--- config.mk ---
export PLATFORM = sky130hd
export DESIGN_NAME = uart_tx_core
export DESIGN_NICKNAME = d
export VERILOG_FILES = /design/src/rtl/uart_tx_core.sv
export SDC_FILE = /design/constraint.sdc
export NUM_CORES = 1
export LEC_CHECK = 0
export ABC_AREA = 1
export ABC_CLOCK_PERIOD_IN_PS = 4400
export BUFFER_PORTS_ARGS = -buffer_cell sky130_fd_sc_hd__buf_4
export CAP_MARGIN = 25
export CORE_UTILIZATION = 50
export CTS_BUF_LIST = sky130_fd_sc_hd__clkbuf_8
export DETAILED_ROUTE_END_ITERATION = 8
export PLACE_DENSITY_LB_ADDON = 0.2
export SLEW_MARGIN = 20
export SYNTH_ARGS = -nofsm -noshare
export SYNTH_HDL_FRONTEND = slang
export SYNTH_SLANG_ARGS = --single-unit
--- constraint.sdc ---
create_clock -name clk_i -period 4.4 [get_ports clk_i]
set_input_delay 0.44 -clock clk_i [delete_from_list [all_inputs] [get_ports clk_i]]
set_output_delay 0.44 -clock clk_i [all_outputs]
set_load 0.01 [all_outputs]
--- src/rtl/uart_tx_core.sv ---
// uart_tx_core: bit-serial UART transmitter, LSB-first with start bit,
// optional parity bit and one or two stop bits, one bit per tick_i.
//
// Ports:
//   clk_i, rst_i          clock, synchronous active-high reset
//   tick_i                bit-period strobe, one clk_i cycle wide
//   data_i/valid_i/ready_o  word handshake (transfer on valid_i && ready_o)
//   parity_en_i           append a parity bit
//   parity_odd_i          1 = odd parity, 0 = even parity
//   stop2_i               1 = two stop bits, 0 = one stop bit
//   tx_o                  registered serial line, idle high
//   busy_o                frame in progress
//   done_o                one-cycle pulse when the last stop bit completes
module uart_tx_core #(
    parameter int DATA_WIDTH = 8
) (
    input  logic                  clk_i,
    input  logic                  rst_i,
    input  logic                  tick_i,
    input  logic [DATA_WIDTH-1:0] data_i,
    input  logic                  valid_i,
    output logic                  ready_o,
    input  logic                  parity_en_i,
    input  logic                  parity_odd_i,
    input  logic                  stop2_i,
    output logic                  tx_o,
    output logic                  busy_o,
    output logic                  done_o
);

    localparam int CNT_W = $clog2(DATA_WIDTH);
    localparam logic [CNT_W-1:0] LAST_BIT = CNT_W'(DATA_WIDTH - 1);

    typedef enum logic [2:0] {
        IDLE,
        ALIGN,
        START,
        DATA,
        PARITY,
        STOP1,
        STOP2
    } state_e;

    state_e                  state_q, state_d;
    logic [DATA_WIDTH-1:0]   shift_q, shift_d;
    logic [CNT_W-1:0]        cnt_q, cnt_d;
    logic                    tx_q, tx_d;
    logic                    done_q, done_d;
    logic                    par_en_q, par_en_d;
    logic                    par_bit_q, par_bit_d;
    logic                    stop2_q, stop2_d;

    always_ff @(posedge clk_i) begin
        if (rst_i) begin
            state_q   <= IDLE;
            shift_q   <= '0;
            cnt_q     <= '0;
            tx_q      <= 1'b1;
            done_q    <= 1'b0;
            par_en_q  <= 1'b0;
            par_bit_q <= 1'b0;
            stop2_q   <= 1'b0;
        end else begin
            state_q   <= state_d;
            shift_q   <= shift_d;
            cnt_q     <= cnt_d;
            tx_q      <= tx_d;
            done_q    <= done_d;
            par_en_q  <= par_en_d;
            par_bit_q <= par_bit_d;
            stop2_q   <= stop2_d;
        end
    end

    always_comb begin
        state_d   = state_q;
        shift_d   = shift_q;
        cnt_d     = cnt_q;
        tx_d      = tx_q;
        done_d    = 1'b0;
        par_en_d  = par_en_q;
        par_bit_d = par_bit_q;
        stop2_d   = stop2_q;

        unique case (state_q)
            IDLE: begin
                tx_d = 1'b1;
                // A tick coinciding with the transfer is deliberately
                // ignored; ALIGN waits for the next one.
                if (valid_i) begin
                    state_d   = ALIGN;
                    shift_d   = data_i;
                    par_en_d  = parity_en_i;
                    // Parity is fixed at capture since the shifter is
                    // consumed while the data bits go out.
                    par_bit_d = (^data_i) ^ parity_odd_i;
                    stop2_d   = stop2_i;
                end
            end
            ALIGN: begin
                if (tick_i) begin
                    state_d = START;
                    tx_d    = 1'b0;
                end
            end
            START: begin
                if (tick_i) begin
                    state_d = DATA;
                    cnt_d   = '0;
                    tx_d    = shift_q[0];
                    shift_d = {1'b0, shift_q[DATA_WIDTH-1:1]};
                end
            end
            DATA: begin
                if (tick_i) begin
                    if (cnt_q == LAST_BIT) begin
                        if (par_en_q) begin
                            state_d = PARITY;
                            tx_d    = par_bit_q;
                        end else begin
                            state_d = STOP1;
                            tx_d    = 1'b1;
                        end
                    end else begin
                        cnt_d   = cnt_q + 1'b1;
                        tx_d    = shift_q[0];
                        shift_d = {1'b0, shift_q[DATA_WIDTH-1:1]};
                    end
                end
            end
            PARITY: begin
                if (tick_i) begin
                    state_d = STOP1;
                    tx_d    = 1'b1;
                end
            end
            STOP1: begin
                if (tick_i) begin
                    tx_d = 1'b1;
                    if (stop2_q) begin
                        state_d = STOP2;
                    end else begin
                        state_d = IDLE;
                        done_d  = 1'b1;
                    end
                end
            end
            STOP2: begin
                if (tick_i) begin
                    state_d = IDLE;
                    tx_d    = 1'b1;
                    done_d  = 1'b1;
                end
            end
            default: begin
                state_d = IDLE;
                tx_d    = 1'b1;
            end
        endcase
    end

    assign ready_o = (state_q == IDLE);
    assign busy_o  = (state_q != IDLE);
    assign tx_o    = tx_q;
    assign done_o  = done_q;

endmodule
==> impl_metrics.toml <==
[setup_path]
crit_path_start_kind = "flip-flop"
worst-setup-path-type = "flip-flop to output port"
cp-end-kind = "output port"
r2r_cells = 7
reg2reg_to = "shift_q[7]$_SDFFE_PP0P_"
crit_start = "state_q[0]$_SDFFE_PP0P_"
cp_data_required_time_ns = 3.96
cp.arrival_ns = 1.26
reg2reg_from = "state_q[1]$_SDFFE_PP0P_"
reg2reg_slack_ns = 2.76
path_max_fanout = 8

[yosys]
synth.area.top_cells = "dfxtp_1, nand2_1, inv_1"
syn_area_um2 = 1260
synth_ff_type = "dfxtp_1"
avgSynthCellArea_um2 = 7.22
yosysTopAreaCell = "dfxtp_1"
yosysWarnings = 0
synth_top_area_share_pct = 30.3
netlist_instances = 174
synth_seq_cells = 19
ys_seq_area_share_pct = 30.3
ys_async_sr_fraction_pct = 0
synth_cell_types = 32
synth_fp_nets = 192
synth-edff-count = 0

[clock_tree]
cts.htree.levels = 1
clkSlewWorstSetupHoldPaths_ns = 0.07
cts_num_sinks = 19
cts_buffer_depth = 2
clk_latency_ns = 0.26
cts_hold_buf = 0
cts_tree = "built"
cts_buffers = 3
cts_setup_buffers = 0
cts_resized = 0
clockRootBuffer = "clkbuf_8"

[timing]
hold_viol_final = 0
min_period_over_period_pct = 38.7
skew_ns = 0.00212
worst_pin_slew_ns = 0.518
setup-violations-final = 0
slew_violations = 0
max_slew_margin_pct = 65.4
rsz0062_at_grt = "false"
tns_ns = 0
finalCriticalPeriod_ns = 1.70
fmax_mhz = 587

[final_layout]
fillers = 209
stdcell_count = 218
layout.nets = 209
fin_area_um2 = 1410
syn_to_final_growth_pct = 12.0
layout_common_cells = "nand2_1, inv_1, dfxtp_1, buf_4, o21ai_0"
layout_commonest_cell = "nand2_1"
antenna_cells = 0
drive_gt1_share_pct = 25.3

[drt]
wl_per_cell_um = 11.0
routed_wl_um = 2410
first_pass_iters = 4
drc_errors = 0
vias_per_cell = 5.13
vias = 1118
drtAntennaViolNets = 0
drt-initial-drc-count = 16

[hold_path]
min_to = "shift_q[0]$_SDFFE_PP0P_"
hold_path_class = "input port to flip-flop"
worstHoldStart = "rst_i"
whs_path_depth = 2

[floorplanning]
rows = 17
ios = 19
dieArea_um2 = 2720
die_w_um = 52.1
start_util_pct = 54.7
core_area_um2 = 2300
die_h_um = 52.1

[grt]
grt_max_degree = 17
grt_remaining_overflow = 0
grt_usage_pct = 21.7
grt_pass1_vias = 1101
grt_pass1_wl_um = 4360
antenna_found_initial = 0

[place]
dp.cells = 214
dpl.hpwl_um = 1900
place_area_um2 = 1360
place_congestion = 0.879
io_buffers = 18

[power_and_ir_drop]
power.total_w = 0.000847
powerDensity_nw_per_um2 = 602
ir_drop_uv = 326
p_leak_nw = 0.705

[status]
status = "finished clean"

[run]
cap_viol_max_count = 0
==> worst max-delay path by stage <==
stage | to
final | ready_o
after global routing | shift_q[7]$_SDFFE_PP0P_
after CTS | ready_o
after detailed placement | shift_q[7]$_SDFFE_PP0P_
after global placement | shift_q[7]$_SDFFE_PP0P_
after floorplan | shift_q[1]$_SDFFE_PP0P_
==> layer usage <==
metal	up-vias	track usage, %	wire [um]
met1	498	25.1	1130
met4	0	11.3	47
met5	-	0	0
met3	5	2.92	64
met2	25	38.0	1160
li1	590	-	-
==> cells by family (layout without fill, tap and decap cells) <==
family / count (synthesis) / in the layout / synth area share, %
buffers and inverters: 36 / 52 / 14.8
XOR/XNOR: 1 / 1 / 0.697
AND/OR/NAND/NOR: 73 / 73 / 29.9
adder cells (fa/ha/maj): 3 / 3 / 2.99
flip-flops: 19 / 19 / 30.3
AO/OA/AOI/OAI: 42 / 42 / 21.3
==> cells in the mapped netlist, types with 2 or more instances <==
cell type   n
nor2_1      8
nand2_4     4
o21ai_2     4
o21ai_0    15
nand3_1     9
a21oi_2     6
a21oi_1    10
inv_1      27
buf_6       3
ha_1        3
dfxtp_1    19
o21ai_1     3
nand4_1     2
nand2_1    42
nand2_2     2
==> power by group <==
part	internal (W)	leakage, nW	switching (W)	total, W
Sequential	0.000231	0.156	0.0000606	0.000292
Clock	0.0000631	0.0255	0.0000620	0.000125
Combinational	0.000166	0.523	0.000264	0.000430
==> area by class of cell <==
class	instances	area, um^2	area share [%]
multi-input cells	119	689	49.0
flip-flops and latches	19	380	27.0
repair buffers	18	135	9.61
inverters	30	120	8.54
clock buffers	3	41.3	2.94
well taps	28	35.0	2.49
clock inverters	1	5.00	0.356
==> registers in the layout, indices dropped and copies added (netlist names) <==
register / count
stop2_q: 1
done_o: 1
shift_q: 8
tx_o: 1
state_q: 3
par_en_q: 1
cnt_q: 3
par_bit_q: 1
==> through the flow <==
stage	setup slack, ns	util, %	hold WS (ns)
3_3_place_gp	2.84	59.2	0.439
4_1_cts	2.70	61.2	0.383
2_1_floorplan	3.02	-	0.424
6_report	2.70	61.2	0.385
3_5_place_dp	2.75	59.2	0.454
5_1_grt	2.61	61.2	0.390
==> worst max-delay path, stage by stage, from the launching register on <==
cell     delay [ns]
dfxtp_1        0.65
nor2_8         0.08
nand2_4        0.10
inv_4          0.04
buf_4          0.13
(Power assumes the default switching activity.)
